### config.mk
export PLATFORM = sky130hd
export DESIGN_NAME = dmem_arbiter_flat
export DESIGN_NICKNAME = d
export VERILOG_FILES = /design/src/rtl/dmem_arbiter_pkg.sv /design/src/rtl/dmem_arbiter_if.sv /design/src/rtl/dmem_resp_tracker.sv /design/src/rtl/dmem_arbiter.sv /design/src/flat_wrapper.sv
export SDC_FILE = /design/constraint.sdc
export NUM_CORES = 1
export LEC_CHECK = 0
export BUFFER_PORTS_ARGS = -buffer_cell sky130_fd_sc_hd__buf_2
export CAP_MARGIN = 20
export CELL_PAD_IN_SITES_DETAIL_PLACEMENT = 1
export CELL_PAD_IN_SITES_GLOBAL_PLACEMENT = 1
export CORE_UTILIZATION = 19
export CTS_CLUSTER_DIAMETER = 120
export CTS_CLUSTER_SIZE = 16
export DETAILED_ROUTE_END_ITERATION = 12
export GPL_ROUTABILITY_DRIVEN = 0
export PLACE_DENSITY_LB_ADDON = 0.1
export SLEW_MARGIN = 10
export SYNTH_ARGS = -nofsm -noshare
export SYNTH_HDL_FRONTEND = slang
export SYNTH_SLANG_ARGS = --single-unit
### constraint.sdc
create_clock -name clk -period 2.1 [get_ports clk]
set_input_delay 0.105 -clock clk [delete_from_list [all_inputs] [get_ports clk]]
set_output_delay 0.105 -clock clk [all_outputs]
set_load 0.05 [all_outputs]
### src/rtl/dmem_arbiter_pkg.sv
// dmem_arbiter_pkg: shared widths and types for the data-memory arbiter
package dmem_arbiter_pkg;
  localparam int DATA_ADDRESS_WIDTH = 6;
  localparam int CPU_DATA_WIDTH = 32;
  localparam int BE_WIDTH = CPU_DATA_WIDTH / 8;
  typedef enum logic [1:0] {IDLE, CPU, DBG} arb_owner_t;
  typedef struct packed {
    logic we;
    logic [DATA_ADDRESS_WIDTH-1:0] addr;
    logic [CPU_DATA_WIDTH-1:0] wdata;
    logic [BE_WIDTH-1:0] be;
  } mem_req_t;
endpackage

### src/rtl/dmem_arbiter_if.sv
// dmem_arbiter_if: CPU, debug and memory-side signals of the data-memory arbiter
interface dmem_arbiter_if;
  import dmem_arbiter_pkg::*;
  logic cpu_req, cpu_we, dbg_req, dbg_we, dbg_prio;
  logic [DATA_ADDRESS_WIDTH-1:0] cpu_addr, dbg_addr;
  logic [CPU_DATA_WIDTH-1:0] cpu_wdata, dbg_wdata;
  logic [BE_WIDTH-1:0] cpu_be, dbg_be;
  logic cpu_gnt, dbg_gnt, cpu_rvalid, dbg_rvalid, cpu_stall;
  logic [CPU_DATA_WIDTH-1:0] cpu_rdata, dbg_rdata;
  logic mem_en, mem_we;
  logic [DATA_ADDRESS_WIDTH-1:0] mem_addr;
  logic [CPU_DATA_WIDTH-1:0] mem_wdata, mem_rdata;
  logic [BE_WIDTH-1:0] mem_be;
  arb_owner_t owner;
  modport slave (
    input cpu_req, cpu_we, cpu_addr, cpu_wdata, cpu_be,
    input dbg_req, dbg_we, dbg_addr, dbg_wdata, dbg_be, dbg_prio, mem_rdata,
    output cpu_gnt, dbg_gnt, cpu_rvalid, dbg_rvalid, cpu_rdata, dbg_rdata, cpu_stall,
    output mem_en, mem_we, mem_addr, mem_wdata, mem_be, owner
  );
  modport master (
    output cpu_req, cpu_we, cpu_addr, cpu_wdata, cpu_be,
    output dbg_req, dbg_we, dbg_addr, dbg_wdata, dbg_be, dbg_prio, mem_rdata,
    input cpu_gnt, dbg_gnt, cpu_rvalid, dbg_rvalid, cpu_rdata, dbg_rdata, cpu_stall,
    input mem_en, mem_we, mem_addr, mem_wdata, mem_be, owner
  );
endinterface

### src/rtl/dmem_resp_tracker.sv
// dmem_resp_tracker: remembers which port issued a read and flags its rvalid one cycle later
module dmem_resp_tracker
  import dmem_arbiter_pkg::*;
(
  input  logic                      clk,
  input  logic                      rst_n,
  input  logic                      rd_gnt_i,
  input  arb_owner_t                rd_owner_i,
  input  logic [CPU_DATA_WIDTH-1:0] mem_rdata_i,
  output logic                      cpu_rvalid_o,
  output logic                      dbg_rvalid_o,
  output logic [CPU_DATA_WIDTH-1:0] cpu_rdata_o,
  output logic [CPU_DATA_WIDTH-1:0] dbg_rdata_o
);
  logic pending_q;
  arb_owner_t owner_q;
  always_ff @(posedge clk or negedge rst_n) begin
    if (!rst_n) begin
      pending_q <= 1'b0;
      owner_q <= IDLE;
    end else begin
      pending_q <= rd_gnt_i;
      owner_q <= rd_gnt_i ? rd_owner_i : IDLE;
    end
  end
  always_comb begin
    cpu_rvalid_o = pending_q & (owner_q == CPU);
    dbg_rvalid_o = pending_q & (owner_q == DBG);
    cpu_rdata_o = mem_rdata_i;
    dbg_rdata_o = mem_rdata_i;
  end
endmodule

### src/rtl/dmem_arbiter.sv
// dmem_arbiter: shares one data memory between the CPU and a debug port with a starvation guard
module dmem_arbiter
  import dmem_arbiter_pkg::*;
#(
  parameter logic [3:0] STARVE_LIMIT = 4'd4
) (
  input logic         clk,
  input logic         rst_n,
  dmem_arbiter_if.slave bus
);
  arb_owner_t owner_q, owner_d, gnt_owner;
  logic [3:0] starve_q, starve_d;
  logic cpu_gnt, dbg_gnt, starved, mem_en;
  mem_req_t cpu_r, dbg_r, req;
  always_comb begin
    cpu_r = {bus.cpu_we, bus.cpu_addr, bus.cpu_wdata, bus.cpu_be};
    dbg_r = {bus.dbg_we, bus.dbg_addr, bus.dbg_wdata, bus.dbg_be};
    starved = starve_q == STARVE_LIMIT;
    dbg_gnt = rst_n & bus.dbg_req & (bus.dbg_prio | starved | ~bus.cpu_req);
    cpu_gnt = rst_n & bus.cpu_req & ~dbg_gnt;
    mem_en = cpu_gnt | dbg_gnt;
    req = dbg_gnt ? dbg_r : cpu_r;
    gnt_owner = dbg_gnt ? DBG : CPU;
    owner_d = mem_en ? gnt_owner : owner_q;
    starve_d = (dbg_gnt | ~bus.dbg_req) ? 4'd0 : (cpu_gnt & ~starved) ? starve_q + 4'd1 : starve_q;
  end
  always_ff @(posedge clk or negedge rst_n) begin
    if (!rst_n) begin
      owner_q <= IDLE;
      starve_q <= 4'd0;
    end else begin
      owner_q <= owner_d;
      starve_q <= starve_d;
    end
  end
  assign bus.cpu_gnt = cpu_gnt;
  assign bus.dbg_gnt = dbg_gnt;
  assign bus.cpu_stall = bus.cpu_req & ~cpu_gnt;
  assign bus.mem_en = mem_en;
  assign bus.mem_we = mem_en & req.we;
  assign bus.mem_addr = req.addr;
  assign bus.mem_wdata = req.wdata;
  assign bus.mem_be = req.be;
  assign bus.owner = owner_q;
  dmem_resp_tracker u_trk (
    .clk          (clk),
    .rst_n        (rst_n),
    .rd_gnt_i     (mem_en & ~req.we),
    .rd_owner_i   (gnt_owner),
    .mem_rdata_i  (bus.mem_rdata),
    .cpu_rvalid_o (bus.cpu_rvalid),
    .dbg_rvalid_o (bus.dbg_rvalid),
    .cpu_rdata_o  (bus.cpu_rdata),
    .dbg_rdata_o  (bus.dbg_rdata)
  );
endmodule

### src/flat_wrapper.sv
// flat-port wrapper written by rule: the top's interface ports become plain ports
module dmem_arbiter_flat import dmem_arbiter_pkg::*;
#(
  parameter logic [3:0] STARVE_LIMIT = 4'd4
)
  (clk, rst_n, bus_cpu_req, bus_cpu_we, bus_cpu_addr, bus_cpu_wdata, bus_cpu_be, bus_dbg_req, bus_dbg_we, bus_dbg_addr, bus_dbg_wdata, bus_dbg_be, bus_dbg_prio, bus_mem_rdata, bus_cpu_gnt, bus_dbg_gnt, bus_cpu_rvalid, bus_dbg_rvalid, bus_cpu_rdata, bus_dbg_rdata, bus_cpu_stall, bus_mem_en, bus_mem_we, bus_mem_addr, bus_mem_wdata, bus_mem_be, bus_owner);
  dmem_arbiter_if bus_i ();
  input logic clk;
  input logic rst_n;
  input wire logic [$bits(bus_i.cpu_req)-1:0] bus_cpu_req;
  input wire logic [$bits(bus_i.cpu_we)-1:0] bus_cpu_we;
  input wire logic [$bits(bus_i.cpu_addr)-1:0] bus_cpu_addr;
  input wire logic [$bits(bus_i.cpu_wdata)-1:0] bus_cpu_wdata;
  input wire logic [$bits(bus_i.cpu_be)-1:0] bus_cpu_be;
  input wire logic [$bits(bus_i.dbg_req)-1:0] bus_dbg_req;
  input wire logic [$bits(bus_i.dbg_we)-1:0] bus_dbg_we;
  input wire logic [$bits(bus_i.dbg_addr)-1:0] bus_dbg_addr;
  input wire logic [$bits(bus_i.dbg_wdata)-1:0] bus_dbg_wdata;
  input wire logic [$bits(bus_i.dbg_be)-1:0] bus_dbg_be;
  input wire logic [$bits(bus_i.dbg_prio)-1:0] bus_dbg_prio;
  input wire logic [$bits(bus_i.mem_rdata)-1:0] bus_mem_rdata;
  output wire logic [$bits(bus_i.cpu_gnt)-1:0] bus_cpu_gnt;
  output wire logic [$bits(bus_i.dbg_gnt)-1:0] bus_dbg_gnt;
  output wire logic [$bits(bus_i.cpu_rvalid)-1:0] bus_cpu_rvalid;
  output wire logic [$bits(bus_i.dbg_rvalid)-1:0] bus_dbg_rvalid;
  output wire logic [$bits(bus_i.cpu_rdata)-1:0] bus_cpu_rdata;
  output wire logic [$bits(bus_i.dbg_rdata)-1:0] bus_dbg_rdata;
  output wire logic [$bits(bus_i.cpu_stall)-1:0] bus_cpu_stall;
  output wire logic [$bits(bus_i.mem_en)-1:0] bus_mem_en;
  output wire logic [$bits(bus_i.mem_we)-1:0] bus_mem_we;
  output wire logic [$bits(bus_i.mem_addr)-1:0] bus_mem_addr;
  output wire logic [$bits(bus_i.mem_wdata)-1:0] bus_mem_wdata;
  output wire logic [$bits(bus_i.mem_be)-1:0] bus_mem_be;
  output wire logic [$bits(bus_i.owner)-1:0] bus_owner;
  assign bus_i.cpu_req = bus_cpu_req;
  assign bus_i.cpu_we = bus_cpu_we;
  assign bus_i.cpu_addr = bus_cpu_addr;
  assign bus_i.cpu_wdata = bus_cpu_wdata;
  assign bus_i.cpu_be = bus_cpu_be;
  assign bus_i.dbg_req = bus_dbg_req;
  assign bus_i.dbg_we = bus_dbg_we;
  assign bus_i.dbg_addr = bus_dbg_addr;
  assign bus_i.dbg_wdata = bus_dbg_wdata;
  assign bus_i.dbg_be = bus_dbg_be;
  assign bus_i.dbg_prio = bus_dbg_prio;
  assign bus_i.mem_rdata = bus_mem_rdata;
  assign bus_cpu_gnt = bus_i.cpu_gnt;
  assign bus_dbg_gnt = bus_i.dbg_gnt;
  assign bus_cpu_rvalid = bus_i.cpu_rvalid;
  assign bus_dbg_rvalid = bus_i.dbg_rvalid;
  assign bus_cpu_rdata = bus_i.cpu_rdata;
  assign bus_dbg_rdata = bus_i.dbg_rdata;
  assign bus_cpu_stall = bus_i.cpu_stall;
  assign bus_mem_en = bus_i.mem_en;
  assign bus_mem_we = bus_i.mem_we;
  assign bus_mem_addr = bus_i.mem_addr;
  assign bus_mem_wdata = bus_i.mem_wdata;
  assign bus_mem_be = bus_i.mem_be;
  assign bus_owner = bus_i.owner;
  dmem_arbiter #(.STARVE_LIMIT(STARVE_LIMIT)) u_core (.clk(clk), .rst_n(rst_n), .bus(bus_i));
endmodule
==> flow_metrics.tcl <==
set metrics [dict create \
    synth.net_count 292 \
    worst_hold_slack_ns 0.0733 \
    leakage_uw 0.00137 \
    drv_slew 0 \
    fin_nets 380 \
    dp_cells 347 \
    ir_drop_v 0.000278 \
    hold_violations 0 \
    first_pass_iters 4 \
    cts_tree "yes" \
    rsz0062_at_grt "yes" \
    grt_usage_pct 9.98 \
    busiest_layer "met2" \
    wl_per_cell_um 14.8 \
    die_area_um2 9170 \
    vias 1447 \
    fin_skew_ns 0.00592 \
    place_ws_ns 0.124 \
    setup_ws_ns -0.0267 \
    cts_sinks 9 \
    grt_max_degree 22 \
    grt_pass1_vias 1448 \
    port_buffers 141 \
    cap_violations 0 \
    dp_hpwl_um 4100 \
    clk_pin_slew_ns 0.05 \
    antennaDiodeCount 0 \
    clock_path_buffers 2 \
    max_freq_mhz 470 \
    die_y_um 95.8 \
    numCtsBuffers 3 \
    setup_viol 32 \
    synthDistinctLibCells 27 \
    clock_latency_ns 0.23 \
    power_density_nw_per_um2 455 \
    crit_required_ns 2.00 \
    cp_max_fo 9 \
    start_util_pct 19.9 \
    overflow 0 \
    wirelength_um 5330 \
    h-tree-depth 1 \
    met2_usage_pct 18.5 \
    timing.slew.headroom_pct 82.7 \
    critPathArrivalTime_ns 2.02 \
    yosys_warnings 0 \
    instances_no_fill 359 \
    grt_antenna_before_repair 0 \
    yosysSeqAreaShare_pct 13.5 \
    period_needed_ns 2.13 \
    syn_to_final_growth_pct 46.9 \
    critPathKind "flip-flop to output port" \
    setup.worst_path.end_class "output port" \
    route.detailed.drc 0 \
    die_w_um 95.8 \
    drt_iter0_drc 11 \
    postLayoutCoreUtil_pct 29.3 \
    syn_inst 167 \
    syn-mean-instance-area_um2 10.0 \
    io_pins 238 \
    tightest_slew_ns 0.256 \
    hp-class "input port to flip-flop" \
    r2r_start "u_core.starve_q[0]$_DFFE_PN0P_" \
    grtUsageMet3_pct 2.29 \
    grt_pass1_wl_um 7210 \
    total_power_uw 1120 \
    synth-seq-cells 9 \
    std_cell_rows 33 \
    hp-start "bus_dbg_we" \
    core_um2 8380 \
    fin_crit_sh_pct 101 \
    crit_path_start_kind "flip-flop" \
    grtUsageMet1_pct 11.0 \
    violations "setup timing" \
    synth_area_um2 1670 \
    viasPerCell 4.03 \
    crit_start "u_core.starve_q[0]$_DFFE_PN0P_" \
    ant_nets 0 \
    cts_root_buffer "clkbuf_8" \
    status "finished, violations left" \
    drive_gt1_share_pct 79.9 \
]
==> state kept, by name (all words and copies together) (netlist names) <==
signal,count
u_core.u_trk.pending_q,1
u_core.u_trk.owner_q,2
u_core.bus.owner,2
u_core.starve_q,4
==> cell usage after synthesis <==
master	number	area share [%]
buf_4	64	29
mux2_4	36	32
dfrtp_1	9	13
nand2_1	9	2.0
mux2_2	6	4.0
inv_1	5	1.1
nor2_1	5	1.1
nand3_1	4	1.2
a21oi_1	3	0.90
buf_12	3	3.6
and3b_1	2	1.0
buf_6	2	1.3
clkbuf_1	2	0.45
ha_1	2	1.5
nand3b_1	2	0.90
o22ai_1	2	0.75
a211o_1	1	0.52
a32oi_1	1	0.52
a41oi_1	1	0.52
and4b_1	1	0.60
mux2i_1	1	0.60
nor2b_2	1	0.52
nor3_1	1	0.30
o21a_1	1	0.45
o21ai_0	1	0.30
o32ai_1	1	0.52
o41ai_1	1	0.52
==> critical path: stages, from the launching register on <==
cell and delay (ns):
dfrtp_1 0.38, inv_2 0.08, ha_4 0.12, nand3b_1 0.11
a211o_4 0.43, clkbuf_16 0.20, mux2_4 0.30, buf_6 0.15
==> cell families after synthesis <==
kind of cell    Yosys count  synth area share, %
fa+ha+maj                 2                 1.50
compound gates           12                 5.02
simple gates             25                 7.72
flops                     9                 13.5
mux                      43                 37.0
buf+inv                  76                 35.3
==> where the power goes <==
group / switching [uW] / internal [uW] / total (uW)
registers: 4.80 / 182 / 187
logic: 410 / 317 / 727
clock network: 68.9 / 132 / 201
==> routing by layer <==
| metal | wire, um | vias up | part of all wire, % |
|---|---|---|---|
| met4 | 104 | 0 | 2.0 |
| li1 | - | 680 | - |
| met5 | 0 | - | 0 |
| met2 | 2720 | 102 | 51 |
| met3 | 506 | 17 | 9.5 |
| met1 | 2000 | 648 | 38 |
==> layout by cell type (no fill, tap or decap), drive strengths merged, types with 2 or more instances in the layout <==
| cell | count |
|---|---|
| o22ai | 2 |
| nand3b | 2 |
| mux2 | 42 |
| ha | 2 |
| a21oi | 3 |
| clkbuf | 6 |
| dfrtp | 9 |
| nand2 | 9 |
| buf | 151 |
| and3b | 2 |
| inv | 5 |
| nand3 | 4 |
| nor2 | 5 |
==> through the flow <==
step,instance area [um^2],setup TNS [ns]
finish,2450,-0.440
floorplan,1670,0
CTS,2370,-0.518
detailed placement,2000,0
global placement,2000,0
global route,2450,-2.36
==> path summary, 6_finish.rpt <==
kind | endpoint | slack (ns) | depth (start not counted)
setup reg to reg | u_core.u_trk.pending_q$_DFF_PN0_ | 0.41 | 7
max in group asynchronous | u_core.starve_q[2]$_DFFE_PN0P_ | 1.54 | 3
hold / removal | u_core.u_trk.owner_q[1]$_DFF_PN0_ | 0.07 | 2
min in group asynchronous | u_core.bus.owner[0]$_DFFE_PN0P_ | 0.36 | 3
setup / recovery | bus_mem_addr[0] | -0.03 | 7
hold reg to reg | u_core.starve_q[3]$_DFFE_PN0P_ | 0.50 | 1
==> area by class of cell <==
class                           instances  area, um^2
Fill cell                             979        5930
Tap cell                              105         131
Inverter                                5        18.8
Clock buffer                            4        45.0
Multi-Input combinational cell         82         877
Sequential cell                         9         225
Timing Repair Buffer                  154        1160
==> what timing repair did <==
| action | CTS | global route |
|---|---|---|
| cloned | 1 | 2 |
| pin swaps | 1 | 0 |
| gates resized for setup | 86 | 6 |
| endpoints found under the setup margin | 42 | 43 |
| endpoints found under the hold margin | 9 | 0 |
| setup buffers | 2 | 2 |
| hold buffers | 1 | 0 |
(Power assumes the default switching activity.)
